<file path="src/rtl/prm_chk_pkg.sv">
// Shared widths, timer width and FSM state encoding for the parameter sweep controller.
package prm_chk_pkg;
  localparam int IDX_W     = 14;
  localparam int WORD_W    = 32;
  localparam int NUM_WORDS = 128;
  localparam int BANK_W    = 3;
  localparam int WSEL_W    = 4;
  localparam int WCNT_W    = BANK_W + WSEL_W;
  localparam int TMR_W     = 16;

  typedef enum logic [2:0] {
    ST_IDLE,
    ST_SETTLE,
    ST_CLEAR,
    ST_SAMPLE,
    ST_READ,
    ST_EMIT,
    ST_NEXT
  } state_e;
endpackage

</file>
<file path="src/rtl/prm_sweep_ctrl_if.sv">
// Result stream carrying one accumulator word per beat, with its index and end-of-index flag.
interface prm_sweep_ctrl_if;
  import prm_chk_pkg::*;

  logic [WORD_W-1:0] m_data;
  logic [IDX_W-1:0]  m_idx;
  logic              m_last;
  logic              m_valid;
  logic              m_ready;

  modport master (output m_data, output m_idx, output m_last, output m_valid, input m_ready);
  modport slave  (input m_data, input m_idx, input m_last, input m_valid, output m_ready);
endinterface

</file>
<file path="src/rtl/prm_cycle_timer.sv">
// Loadable down-counter; expired_o is high once the count has reached zero.
module prm_cycle_timer
  import prm_chk_pkg::*;
(
  input  logic             CLK,
  input  logic             RST_n,
  input  logic             load_i,
  input  logic [TMR_W-1:0] load_val_i,
  input  logic             en_i,
  output logic             expired_o
);
  logic [TMR_W-1:0] cnt_q;

  always_ff @(posedge CLK) begin
    if (!RST_n) begin
      cnt_q <= '0;
    end else if (load_i) begin
      cnt_q <= load_val_i;
    end else if (en_i && (cnt_q != '0)) begin
      cnt_q <= cnt_q - 1'b1;
    end
  end

  assign expired_o = (cnt_q == '0);
endmodule

</file>
<file path="src/rtl/prm_sweep_ctrl.sv">
// Sweeps an index range: settle, clear and sample the sticky accumulator, then stream out its 128 words.
//   state  | meaning
//   IDLE   | waiting for start
//   SETTLE | idx_out held while the datapath settles
//   CLEAR  | one-cycle accumulator clear
//   SAMPLE | accumulator OR-enable window
//   READ   | word select applied, readout captured
//   EMIT   | beat offered until accepted
//   NEXT   | last-index compare, then advance or finish
module prm_sweep_ctrl
  import prm_chk_pkg::*;
#(
  parameter int SETTLE_CYCLES = 16,
  parameter int SAMPLE_CYCLES = 256
) (
  input  logic              CLK,
  input  logic              RST_n,
  input  logic              start,
  input  logic              abort,
  input  logic [IDX_W-1:0]  idx_first,
  input  logic [IDX_W-1:0]  idx_last,
  output logic [IDX_W-1:0]  idx_out,
  output logic              acc_clr,
  output logic              acc_en,
  output logic [BANK_W-1:0] sel1,
  output logic [WSEL_W-1:0] sel2,
  input  logic [WORD_W-1:0] rd_data,
  prm_sweep_ctrl_if.master  m_if,
  output logic              busy,
  output logic              done,
  output logic              err
);
  localparam logic [TMR_W-1:0]  SETTLE_LD = TMR_W'(SETTLE_CYCLES - 1);
  localparam logic [TMR_W-1:0]  SAMPLE_LD = TMR_W'(SAMPLE_CYCLES - 1);
  localparam logic [WCNT_W-1:0] WORD_MAX  = WCNT_W'(NUM_WORDS - 1);

  state_e              state_q;
  logic [IDX_W-1:0]    idx_q, last_q, m_idx_q;
  logic [WCNT_W-1:0]   word_q;
  logic [WORD_W-1:0]   m_data_q;
  logic                m_last_q, m_valid_q, acc_clr_q, acc_en_q, busy_q, done_q, err_q;
  logic                tmr_load, tmr_en, tmr_expired;
  logic [TMR_W-1:0]    tmr_val;

  // Timer is reloaded in every state that precedes a timed window.
  assign tmr_load = (state_q == ST_IDLE) || (state_q == ST_NEXT) || (state_q == ST_CLEAR);
  assign tmr_val  = (state_q == ST_CLEAR) ? SAMPLE_LD : SETTLE_LD;
  assign tmr_en   = (state_q == ST_SETTLE) || (state_q == ST_SAMPLE);

  prm_cycle_timer u_timer (
    .CLK        (CLK),
    .RST_n      (RST_n),
    .load_i     (tmr_load),
    .load_val_i (tmr_val),
    .en_i       (tmr_en),
    .expired_o  (tmr_expired)
  );

  always_ff @(posedge CLK) begin
    if (!RST_n) begin
      state_q   <= ST_IDLE;
      idx_q     <= '0;
      last_q    <= '0;
      word_q    <= '0;
      m_data_q  <= '0;
      m_idx_q   <= '0;
      m_last_q  <= 1'b0;
      m_valid_q <= 1'b0;
      acc_clr_q <= 1'b0;
      acc_en_q  <= 1'b0;
      busy_q    <= 1'b0;
      done_q    <= 1'b0;
      err_q     <= 1'b0;
    end else if (abort) begin
      state_q   <= ST_IDLE;
      m_last_q  <= 1'b0;
      m_valid_q <= 1'b0;
      acc_clr_q <= 1'b0;
      acc_en_q  <= 1'b0;
      busy_q    <= 1'b0;
      done_q    <= 1'b0;
      err_q     <= 1'b0;
    end else begin
      acc_clr_q <= 1'b0;
      done_q    <= 1'b0;
      err_q     <= 1'b0;
      unique case (state_q)
        ST_IDLE: begin
          if (start) begin
            if (idx_first <= idx_last) begin
              idx_q   <= idx_first;
              last_q  <= idx_last;
              word_q  <= '0;
              busy_q  <= 1'b1;
              state_q <= ST_SETTLE;
            end else begin
              err_q <= 1'b1;
            end
          end
        end
        ST_SETTLE: begin
          if (tmr_expired) begin
            acc_clr_q <= 1'b1;
            state_q   <= ST_CLEAR;
          end
        end
        ST_CLEAR: begin
          acc_en_q <= 1'b1;
          state_q  <= ST_SAMPLE;
        end
        ST_SAMPLE: begin
          if (tmr_expired) begin
            acc_en_q <= 1'b0;
            state_q  <= ST_READ;
          end
        end
        ST_READ: begin
          m_data_q  <= rd_data;
          m_idx_q   <= idx_q;
          m_last_q  <= (word_q == WORD_MAX);
          m_valid_q <= 1'b1;
          state_q   <= ST_EMIT;
        end
        ST_EMIT: begin
          if (m_if.m_ready) begin
            m_valid_q <= 1'b0;
            m_last_q  <= 1'b0;
            if (word_q == WORD_MAX) begin
              state_q <= ST_NEXT;
            end else begin
              word_q  <= word_q + 1'b1;
              state_q <= ST_READ;
            end
          end
        end
        ST_NEXT: begin
          // Compare before incrementing so a sweep ending at the top index never wraps.
          if (idx_q == last_q) begin
            busy_q  <= 1'b0;
            done_q  <= 1'b1;
            state_q <= ST_IDLE;
          end else begin
            idx_q   <= idx_q + 1'b1;
            word_q  <= '0;
            state_q <= ST_SETTLE;
          end
        end
        default: state_q <= ST_IDLE;
      endcase
    end
  end

  assign idx_out     = idx_q;
  assign sel1        = word_q[WCNT_W-1:WSEL_W];
  assign sel2        = word_q[WSEL_W-1:0];
  assign acc_clr     = acc_clr_q;
  assign acc_en      = acc_en_q;
  assign busy        = busy_q;
  assign done        = done_q;
  assign err         = err_q;
  assign m_if.m_data  = m_data_q;
  assign m_if.m_idx   = m_idx_q;
  assign m_if.m_last  = m_last_q;
  assign m_if.m_valid = m_valid_q;
endmodule

</file>
<file path="src/flat_wrapper.sv">
// flat-port wrapper written by rule: the top's interface ports become plain ports
module prm_sweep_ctrl_flat import prm_chk_pkg::*;
#(
  parameter int SETTLE_CYCLES = 16,
  parameter int SAMPLE_CYCLES = 256
)
  (CLK, RST_n, start, abort, idx_first, idx_last, idx_out, acc_clr, acc_en, sel1, sel2, rd_data, busy, done, err, m_if_m_data, m_if_m_idx, m_if_m_last, m_if_m_valid, m_if_m_ready);
  prm_sweep_ctrl_if m_if_i ();
  input  logic CLK;
  input  logic RST_n;
  input  logic start;
  input  logic abort;
  input  logic [IDX_W-1:0] idx_first;
  input  logic [IDX_W-1:0] idx_last;
  output logic [IDX_W-1:0] idx_out;
  output logic acc_clr;
  output logic acc_en;
  output logic [BANK_W-1:0] sel1;
  output logic [WSEL_W-1:0] sel2;
  input  logic [WORD_W-1:0] rd_data;
  output logic busy;
  output logic done;
  output logic err;
  output wire logic [$bits(m_if_i.m_data)-1:0] m_if_m_data;
  output wire logic [$bits(m_if_i.m_idx)-1:0] m_if_m_idx;
  output wire logic [$bits(m_if_i.m_last)-1:0] m_if_m_last;
  output wire logic [$bits(m_if_i.m_valid)-1:0] m_if_m_valid;
  input wire logic [$bits(m_if_i.m_ready)-1:0] m_if_m_ready;
  assign m_if_m_data = m_if_i.m_data;
  assign m_if_m_idx = m_if_i.m_idx;
  assign m_if_m_last = m_if_i.m_last;
  assign m_if_m_valid = m_if_i.m_valid;
  assign m_if_i.m_ready = m_if_m_ready;
  prm_sweep_ctrl #(.SETTLE_CYCLES(SETTLE_CYCLES), .SAMPLE_CYCLES(SAMPLE_CYCLES)) u_core (.CLK(CLK), .RST_n(RST_n), .start(start), .abort(abort), .idx_first(idx_first), .idx_last(idx_last), .idx_out(idx_out), .acc_clr(acc_clr), .acc_en(acc_en), .sel1(sel1), .sel2(sel2), .rd_data(rd_data), .m_if(m_if_i), .busy(busy), .done(done), .err(err));
endmodule
</file>
<file path="config.mk">
export PLATFORM = sky130hd
export DESIGN_NAME = prm_sweep_ctrl_flat
export DESIGN_NICKNAME = d
export VERILOG_FILES = /design/src/rtl/prm_chk_pkg.sv /design/src/rtl/prm_sweep_ctrl_if.sv /design/src/rtl/prm_cycle_timer.sv /design/src/rtl/prm_sweep_ctrl.sv /design/src/flat_wrapper.sv
export SDC_FILE = /design/constraint.sdc
export NUM_CORES = 1
export LEC_CHECK = 0
export ABC_CLOCK_PERIOD_IN_PS = 2200
export BUFFER_PORTS_ARGS = -buffer_cell sky130_fd_sc_hd__buf_2
export CAP_MARGIN = 15
export CORE_ASPECT_RATIO = 0.5
export CORE_MARGIN = 2
export CORE_UTILIZATION = 30
export CTS_BUF_LIST = sky130_fd_sc_hd__clkbuf_16
export DETAILED_ROUTE_END_ITERATION = 12
export GPL_TIMING_DRIVEN = 0
export PLACE_DENSITY = 0.56
export SETUP_SLACK_MARGIN = 0.2
export SLEW_MARGIN = 20
export SYNTH_ARGS = -nofsm -noshare
export SYNTH_HDL_FRONTEND = slang
export SYNTH_SLANG_ARGS = --single-unit
</file>
<file path="constraint.sdc">
create_clock -name CLK -period 2.2 [get_ports CLK]
set_input_delay 0.11 -clock CLK [delete_from_list [all_inputs] [get_ports CLK]]
set_output_delay 0.11 -clock CLK [all_outputs]
set_load 0.05 [all_outputs]
</file>
==> results of run 1 <==
## report_power, final
group	total [µW]	internal, µW	leakage [µW]	switching [µW]
clock network	1670	815	0.000150	853
registers	2020	1970	0.000873	42.5
logic	737	333	0.00226	404
## placed cells by master (no fill, tap or decap), types with 6 or more instances in the layout
| cell | netlist | layout |
|---|---|---|
| o21ai_2 | 0 | 8 |
| buf_6 | 1 | 11 |
| buf_2 | 2 | 139 |
| dfxtp_1 | 107 | 91 |
| a21boi_0 | 54 | 49 |
| nor2_1 | 40 | 36 |
| dlygate4sd3_1 | 0 | 27 |
| dfxtp_2 | 0 | 12 |
| nor2b_1 | 17 | 17 |
| a21oi_1 | 18 | 15 |
| xor2_1 | 16 | 15 |
| nor3_1 | 11 | 7 |
| nand3_1 | 15 | 11 |
| mux2i_1 | 15 | 15 |
| clkbuf_16 | 0 | 9 |
| inv_1 | 25 | 23 |
| buf_4 | 1 | 17 |
| clkbuf_2 | 0 | 12 |
| o21ai_1 | 1 | 6 |
| o21ai_0 | 29 | 14 |
| nand2_1 | 140 | 140 |
| ha_1 | 17 | 16 |
| xnor2_1 | 9 | 6 |
| clkbuf_1 | 33 | 17 |
## final cells by class
| type | instances | area, µm² |
|---|---|---|
| buffer | 38 | 208 |
| clock buffer | 9 | 225 |
| clock inverter | 7 | 83.8 |
| fill | 1781 | 9720 |
| inverter | 25 | 93.8 |
| multi-input combinational | 491 | 3370 |
| sequential | 107 | 2170 |
| tap | 234 | 293 |
| timing repair buffer | 194 | 1280 |
## worst max-delay path by stage
| stage | from | cells after the start | to | slack (ns) |
|---|---|---|---|---|
| after floorplan | u_core.u_timer.cnt_q[0] | 9 | u_core.u_timer.cnt_q[9] | 0.01 |
| after global placement | u_core.state_q[1] | 6 | u_core.m_if.m_data[16] | -0.41 |
| after detailed placement | idx_first[4] | 9 | u_core.last_q[6] | -0.44 |
| after CTS | u_core.u_timer.cnt_q[0] | 9 | u_core.u_timer.cnt_q[9] | -0.08 |
| after global routing | u_core.u_timer.cnt_q[0] | 8 | u_core.u_timer.cnt_q[11] | -0.22 |
| final | u_core.u_timer.cnt_q[0] | 10 | u_core.state_q[1] | -0.14 |
## routing by layer
metal / share of wire / GRT usage
met3: 0.045 / 0.0395
met1: 0.47 / 0.239
met2: 0.47 / 0.296
met4: 0.021 / 0.0524
met5: 0 / 0
## worst max-delay path, cell delays in order, from the launching register on
cell	delay, ns
dfxtp_2	0.33
inv_2	0.06
ha_4	0.13
or3b_4	0.37
or3_4	0.34
buf_4	0.14
buf_6	0.11
or4_4	0.44
o22ai_2	0.15
a32oi_1	0.11
nor2_1	0.10
## cell usage after synthesis (all sizes together) (9+ instances only)
cell type and n:
xor2 16, a21oi 18, clkbuf 33, inv 25, o21ai 30, dfxtp 107
nor3 12, ha 17, mux2i 15, xnor2 9, a21boi 54, nor2 41
o311ai 9, nor2b 17, nand2 141, nand3 15
## cells by family after synthesis
family                   count (synthesis)  share of synthesized area
AO/OA/AOI/OAI                          152                      0.195
flip-flops                             107                      0.399
multiplexers                            15                     0.0280
buffers and inverters                   63                     0.0467
AND/OR/NAND/NOR                        282                      0.250
adder cells (fa/ha/maj)                 17                     0.0397
XOR/XNOR                                25                     0.0408
## repair_timing
| item | 4_1_cts | 5_1_grt |
|---|---|---|
| pin swaps | 24 | 25 |
| setup buffers | 19 | 8 |
| setup endpoints to repair | 98 | 90 |
| gates resized for setup | 71 | 56 |
| endpoints found under the hold margin | 27 | 0 |
| cloned | 3 | 0 |
| hold buffers | 27 | 0 |
## sequential cells by signal, indices dropped and copies added, names as in the netlist
register and flops:
u_core.acc_clr 1, u_core.acc_en 1, u_core.busy 1, u_core.done 1, u_core.err 1, u_core.idx_out 14
u_core.last_q 14, u_core.m_if.m_data 32, u_core.m_if.m_idx 14, u_core.m_if.m_last 1, u_core.m_if.m_valid 1, u_core.state_q 3
u_core.u_timer.cnt_q 16, u_core.word_q 7
## metrics by stage
stage	instance area (µm²)	hold slack [ns]	power [µW]	setup TNS, ns	utilization
2_1_floorplan	5450	0.255	2410	0	-
3_3_place_gp	6430	0.361	2590	-24.87	0.369
3_5_place_dp	6430	0.368	2590	-13.18	0.369
4_1_cts	7450	0.000383	4440	-1.22	0.427
5_1_grt	7720	0.00235	4630	-3.74	0.443
6_report	7720	0.00695	4420	-1.38	0.443
==> impl_metrics.json, run 1 <==
{
  "initial_core_util": 0.307,
  "power_density_nw_per_um2": 573,
  "clock_path_buffers": 2,
  "yosys-top-cells-area": "dfxtp_1 40%, nand2_1 9.8%, a21boi_0 7.6%",
  "hold_violations": 0,
  "drtPass1Iterations": 5,
  "yosysUniqueCellTypes": 61,
  "drive_above_1_share": 0.328,
  "clock-sinks": 107,
  "setup_viol": 25,
  "ff2ff_path_depth": 10,
  "cts_tree": "yes",
  "clock_tree.htree_level_count": 3,
  "path_max_fanout": 3,
  "yosys.area.top_type_share": 0.399,
  "die_h_um": 98.5,
  "place_congestion": 0.841,
  "grt_max_degree": 22,
  "leakagePower_uw": 0.00328,
  "pre_cts_slack_ns": -0.439,
  "crit_arrival_ns": 2.64,
  "holdPathEnd": "u_core.m_if.m_data[8]",
  "violations": "setup timing",
  "drv_cap": 0,
  "fin_nets": 948,
  "grt_pass1_wl_um": 27100,
  "ys_warn_count": 0,
  "antenna_found_initial": 0,
  "path_clk_slew_ns": 0.08,
  "ys_seq_area_frac": 0.399,
  "detail-route-antenna-nets": 0,
  "place.detailed.hpwl_um": 12100,
  "grt_util_all_layers": 0.181,
  "fin_crit_sh": 1.06,
  "placed_cells": 1032,
  "yosys.area.top_type": "dfxtp_1",
  "fin_ws_ns": -0.138,
  "clock_latency_ns": 0.36,
  "wl_per_cell_um": 15.6,
  "vias": 5479,
  "hold_path.startpoint": "rd_data[8]",
  "rsz0062_at_grt": "true",
  "min_path_type": "in -> reg",
  "synth_seq_cells": 107,
  "die_area_um2": 19000,
  "r2r-start": "u_core.u_timer.cnt_q[0]",
  "rrSetupSlack_ns": -0.14,
  "peakVddDrop_uv": 366,
  "post-route-drc-count": 0,
  "core_region_area_um2": 17400,
  "synth_cells": 661,
  "cts_buffers": 9,
  "rows": 34,
  "period_minus_slack_ns": 2.34,
  "antenna_cells": 0,
  "io_buffers": 137,
  "grt_pass1_vias": 5178,
  "root_buffer": "clkbuf_16",
  "ys.flop_type": "dfxtp_1",
  "reg2reg_to": "u_core.state_q[1]",
  "fmax_ghz": 0.428,
  "area_delta_synth_final_pct": 44.0,
  "outcome": "finished with violations",
  "drt-vias-per-instance": 4.96,
  "fin_skew_ns": 0.00835,
  "synth_edf_count": 0,
  "synthArstFlopShare": 0,
  "end_kind": "flip-flop",
  "cp_data_required_time_ns": 2.50,
  "netlist_area_um2": 5360,
  "grt-ovfl-total": 0,
  "slew_violations": 0,
  "min_path_cells": 3,
  "relSlewSlack": 0.493,
  "drtIter0Drc": 262,
  "fp.dieW_um": 193,
  "ios": 139,
  "final_cells": 1105,
  "start_kind": "flip-flop",
  "max_slew.worst_pin.slew_ns": 0.760,
  "critPathKind": "reg -> reg",
  "synth_nets": 743,
  "wirelength_um": 17300,
  "avgSynthCellArea_um2": 8.11
}
Power figures use the tool's default switching activity.
==> inputs of run 2 (changes only) <==
==> constraint.sdc (replaced) <==
create_clock -name CLK -period 2.2 [get_ports CLK]
set_input_delay 0.11 -clock CLK [delete_from_list [all_inputs] [get_ports CLK]]
set_output_delay 0.11 -clock CLK [all_outputs]
set_load 0.005 [all_outputs]
==> impl_metrics.json, run 2 (same netlist as run 1, synthesis figures left out) <==
{
  "crit_family": "simple AND/OR/NAND/NOR gates",
  "cts_buffers": 9,
  "ff2ff_path_depth": 9,
  "initial_core_util": 0.307,
  "min_path_cells": 3,
  "peakVddDrop_uv": 356,
  "detail-route-antenna-nets": 0,
  "die_area_um2": 19000,
  "end_kind": "flip-flop",
  "fillCellCount": 1772,
  "io_buffers": 137,
  "grt_max_degree": 20,
  "outcome": "finished with violations",
  "slew_violations": 0,
  "hold_path.startpoint": "rd_data[28]",
  "drt-vias-per-instance": 4.94,
  "die_h_um": 98.5,
  "holdPathEnd": "u_core.m_if.m_data[28]",
  "rsz0062_at_grt": "true",
  "area_delta_synth_final_pct": 41.0,
  "fin_hold_ws_ns": 0.0125,
  "r2r-start": "u_core.u_timer.cnt_q[1]",
  "placed_cells": 1032,
  "fin_crit_sh": 1.04,
  "critPathKind": "reg -> reg",
  "core_region_area_um2": 17400,
  "rrSetupSlack_ns": -0.08,
  "slowest_delay_ns": 0.44,
  "setup_viol": 22,
  "relSlewSlack": 0.527,
  "path_max_fanout": 7,
  "largest_reg_flops": 32,
  "clock_tree.htree_level_count": 3,
  "final_cells": 1103,
  "hold_violations": 0,
  "regArea_um2": 2160,
  "fin_nets": 946,
  "worstPathCellList": "inv_2 -> ha_4 -> or3b_4 -> or3_4 -> o41a_1 -> buf_4 -> nor2_4 -> o21ai_1 -> a21boi_0",
  "cp_data_required_time_ns": 2.48,
  "root_buffer": "clkbuf_16",
  "fp.dieW_um": 193,
  "min_path_type": "in -> reg",
  "cts_tree": "yes",
  "grt_pass1_vias": 5247,
  "fmax_ghz": 0.438,
  "violations": "setup timing",
  "critPathSlowestCell": "o41a_1",
  "clock_latency_ns": 0.36,
  "grt_pass1_wl_um": 26800,
  "antenna_cells": 0,
  "max_slew.worst_pin.slew_ns": 0.703,
  "power_density_nw_per_um2": 562,
  "vias": 5448,
  "clock_path_buffers": 2,
  "drtIter0Drc": 288,
  "post-route-drc-count": 0,
  "period_minus_slack_ns": 2.28,
  "leakagePower_uw": 0.00325,
  "fin_skew_ns": 0.0117,
  "drive_above_1_share": 0.304,
  "path_buf_inv": 2,
  "reg2reg_to": "u_core.u_timer.cnt_q[5]",
  "wirelength_um": 16800,
  "ios": 139,
  "grt_util_all_layers": 0.179,
  "place.detailed.hpwl_um": 12100,
  "drv_cap": 0,
  "grt-ovfl-total": 0,
  "clock-sinks": 107,
  "crit_arrival_ns": 2.57,
  "start_kind": "flip-flop",
  "antenna_found_initial": 0,
  "drtPass1Iterations": 5,
  "path_clk_slew_ns": 0.08,
  "layout_common_cells": "139 x buf_2, 139 x nand2_1, 99 x dfxtp_1",
  "multi_input_comb_area_um2": 3260,
  "wl_per_cell_um": 15.2,
  "fin_ws_ns": -0.0829,
  "rows": 34,
  "place_congestion": 0.870
}
## run 2: cell count changes in the layout (fill, tap and decap cells not counted), sizes merged
| cell | previous run | this run |
|---|---|---|
| buf | 174 | 171 |
| dlygate4sd3 | 27 | 28 |
## run 2: tightest hold or removal path, cell delays in order
cell and delay [ns]:
buf_2 0.10, nand2_1 0.05, a21boi_0 0.07
## run 2: metal layers
layer,track usage,wire (µm),share of wire,vias to the layer above
met5,0,0,0,-
li1,-,-,-,2698
met4,0.0711,488,0.029,0
met2,0.287,7790,0.46,146
met1,0.235,7750,0.46,2568
met3,0.0374,778,0.046,36
## run 2: power breakdown
part	internal, µW	switching (µW)
Combinational	322	317
Sequential	1970	43.7
Clock	790	804
## run 2: through the flow
step	worst slack [ns]	total power (µW)	instance area, µm²	setup TNS (ns)	utilization
2_1_floorplan	0.0108	2350	5420	0	-
3_3_place_gp	-0.426	2520	6390	-23.63	0.367
3_5_place_dp	-0.478	2530	6400	-14.20	0.367
4_1_cts	-0.171	4280	7360	-2.04	0.422
5_1_grt	-0.167	4440	7560	-3.19	0.433
6_report	-0.0829	4250	7560	-0.850	0.433
## run 2: cell type report
class	instances	share of cell area
multi-input cells	491	0.431
well taps	234	0.0387
plain buffers	38	0.0275
repair buffers	192	0.167
clock buffers	9	0.0298
flip-flops and latches	107	0.286
inverters	25	0.0124
clock inverters	7	0.00778
## run 2: timing repair
item	CTS	global route
hold buffers	28	0
gates cloned	2	0
endpoints found under the hold margin	28	0
setup buffers	19	6
resized for setup	68	42
pin swaps	26	20
endpoints found under the setup margin	98	96
## run 2: how the worst max path moves through the flow
stage	slack [ns]	cells past startpoint	end	startpoint
floorplan	0.01	9	u_core.u_timer.cnt_q[9]	u_core.u_timer.cnt_q[0]
global placement	-0.43	9	u_core.last_q[6]	idx_first[4]
detailed placement	-0.48	9	u_core.last_q[3]	idx_first[4]
CTS	-0.17	9	u_core.u_timer.cnt_q[12]	u_core.u_timer.cnt_q[1]
global route	-0.17	9	u_core.u_timer.cnt_q[12]	u_core.u_timer.cnt_q[1]
finish	-0.08	9	u_core.u_timer.cnt_q[5]	u_core.u_timer.cnt_q[1]
==> inputs of run 3 (changes only) <==
--- a/config.mk
+++ b/config.mk
@@ -15,6 +15,7 @@
 export DETAILED_ROUTE_END_ITERATION = 12
 export GPL_TIMING_DRIVEN = 0
 export PLACE_DENSITY = 0.56
+export REMOVE_ABC_BUFFERS = 1
 export SETUP_SLACK_MARGIN = 0.2
 export SLEW_MARGIN = 20
 export SYNTH_ARGS = -nofsm -noshare
==> impl_metrics.json, run 3 (same netlist as run 1, synthesis figures left out) <==
{
  "wirelength_um": 15500,
  "vias": 5143,
  "die_h_um": 98.5,
  "grt_util_all_layers": 0.166,
  "cts_tree": "yes",
  "grt_pass1_vias": 4825,
  "fp.dieW_um": 193,
  "grt_pass1_wl_um": 25100,
  "worstSetupEndpoint": "u_core.state_q[1]",
  "min_path_type": "in -> reg",
  "violations": "setup timing",
  "crit_family": "simple AND/OR/NAND/NOR gates",
  "power_density_nw_per_um2": 573,
  "rrSetupSlack_ns": -0.04,
  "area_delta_synth_final_pct": 34.8,
  "slowest_delay_ns": 0.43,
  "cp_data_required_time_ns": 2.48,
  "rsz0062_at_grt": "true",
  "path_buf_inv": 2,
  "combPwrFrac": 0.134,
  "intPower_uw": 3020,
  "hold_violations": 0,
  "place.detailed.hpwl_um": 10700,
  "drtPass1Iterations": 4,
  "wl_per_cell_um": 14.6,
  "period_minus_slack_ns": 2.24,
  "drt-vias-per-instance": 4.84,
  "layout_common_cells": "140 x nand2_1, 137 x buf_2, 97 x dfxtp_1",
  "power_switching_uw": 1120,
  "r2r-start": "u_core.u_timer.cnt_q[1]",
  "pre_cts_slack_ns": -0.439,
  "die_area_um2": 19000,
  "clock-sinks": 107,
  "cts_buffers": 9,
  "initial_core_util": 0.307,
  "ff2ff_path_depth": 9,
  "post-route-drc-count": 0,
  "fmax_ghz": 0.445,
  "drive_above_1_share": 0.289,
  "fin_tns_setup_ns": -0.133,
  "largest_reg_flops": 32,
  "cp.depth": 9,
  "critPathKind": "reg -> reg",
  "pwr-share-seq": 0.488,
  "reg2reg_to": "u_core.state_q[1]",
  "switching_share": 0.270,
  "detail-route-antenna-nets": 0,
  "drtIter0Drc": 180,
  "rows": 34,
  "fin_nets": 905,
  "post-route-util": 0.414,
  "clock_tree.htree_level_count": 3,
  "fin_ws_ns": -0.0448,
  "core_region_area_um2": 17400,
  "io_buffers": 138,
  "leakagePower_uw": 0.00310,
  "slew_violations": 0,
  "peakVddDrop_uv": 372,
  "layout_commonest_cell": "nand2_1",
  "antenna_found_initial": 1,
  "clock_path_buffers": 2,
  "end_kind": "flip-flop",
  "fin_crit_sh": 1.02,
  "fin_skew_ns": 0.0118,
  "max_slew.worst_pin.slew_ns": 0.823,
  "cp-startpoint": "u_core.u_timer.cnt_q[1]",
  "path_clk_slew_ns": 0.08,
  "grt-ovfl-total": 0,
  "root_buffer": "clkbuf_16",
  "grt_max_degree": 89,
  "outcome": "finished with violations",
  "drv_cap": 0,
  "start_kind": "flip-flop",
  "setup_viol": 6,
  "ios": 139,
  "critPathSlowestCell": "or4_4",
  "crit_arrival_ns": 2.53,
  "path_max_fanout": 4,
  "clock_latency_ns": 0.36,
  "worstPathCellList": "inv_2 -> ha_4 -> or3b_4 -> or3_4 -> buf_4 -> or4_4 -> o22ai_2 -> a32oi_1 -> nor2_1",
  "relSlewSlack": 0.447,
  "place_congestion": 0.811,
  "pwr-share-clk": 0.378
}
[run 3: cell types whose count changed in the layout (fill, tap and decap cells not counted), moves of 3 or more]
| cell | delta |
|---|---|
| nand3_1 | -3 |
| buf_4 | +4 |
| a21boi_0 | +4 |
| o21ai_2 | -5 |
| clkinv_2 | +3 |
| a21boi_1 | -4 |
| buf_12 | -4 |
| o21ai_0 | +4 |
| dlygate4sd3_1 | -7 |
| clkbuf_2 | -12 |
| clkbuf_1 | -16 |
| nand3_2 | +3 |
[run 3: tightest hold or removal path, delay by kind of cell]
| kind | cells | cell delay [ns] |
|---|---|---|
| compound gates | 1 | 0.06 |
| buf+inv | 1 | 0.10 |
| simple gates | 1 | 0.05 |
[run 3: area by class of cell]
class / count / area [µm²]
diodes: 1 / 2.50
flip-flops and latches: 107 / 2160
fillers: 1800 / 10200
inverters: 25 / 93.8
well taps: 234 / 293
repair buffers: 187 / 1180
multi-input cells: 493 / 3220
clock inverters: 7 / 50.0
clock buffers: 9 / 225
[run 3: metrics by stage]
step / hold slack (ns) / instance area, µm² / power (µW) / cells
after floorplan: 0.228 / 5210 / 2300 / 623
after global placement: 0.366 / 6190 / 2490 / 995
after detailed placement: 0.368 / 6320 / 2510 / 1003
after CTS: 0.00288 / 7090 / 4190 / 1059
after global routing: 0.00719 / 7230 / 4350 / 1062
final: 0.00680 / 7230 / 4140 / 1063
[run 3: routing by layer]
metal  routed length (µm)  vias to the layer above  GRT usage
li1                     -                     2624          -
met1                 7290                     2433      0.213
met2                 7490                       75      0.283
met3                  604                       11     0.0431
met4                  138                        0     0.0350
met5                    0                        -          0
[run 3: worst min path at each step]
stage | endpoint | slack, ns | cells past startpoint | start
floorplan | u_core.u_timer.cnt_q[1] | 0.23 | 1 | RST_n
global placement | u_core.m_if.m_data[12] | 0.37 | 3 | rd_data[12]
detailed placement | u_core.m_if.m_data[21] | 0.37 | 3 | rd_data[21]
CTS | u_core.m_if.m_data[4] | 0.003 | 3 | rd_data[4]
global route | u_core.m_if.m_data[23] | 0.007 | 3 | rd_data[23]
finish | u_core.m_if.m_data[8] | 0.007 | 3 | rd_data[8]
[run 3: timing repair]
item | 4_1_cts | 5_1_grt
pin swaps | 32 | 12
endpoints found under the hold margin | 20 | 1
buffers inserted | 18 | 2
cloned | 2 | 0
setup endpoints to repair | 86 | 69
hold buffers | 20 | 1
gates resized for setup | 54 | 26
[run 3: power by group through the flow]
stage                     Sequential, µW  Clock (µW)  Combinational, µW
after global placement              2070           0                421
after floorplan                     2060           0                242
final                               2020        1570                554
after CTS                           2020        1630                535
after global routing                2030        1710                613
after detailed placement            2070           0                440
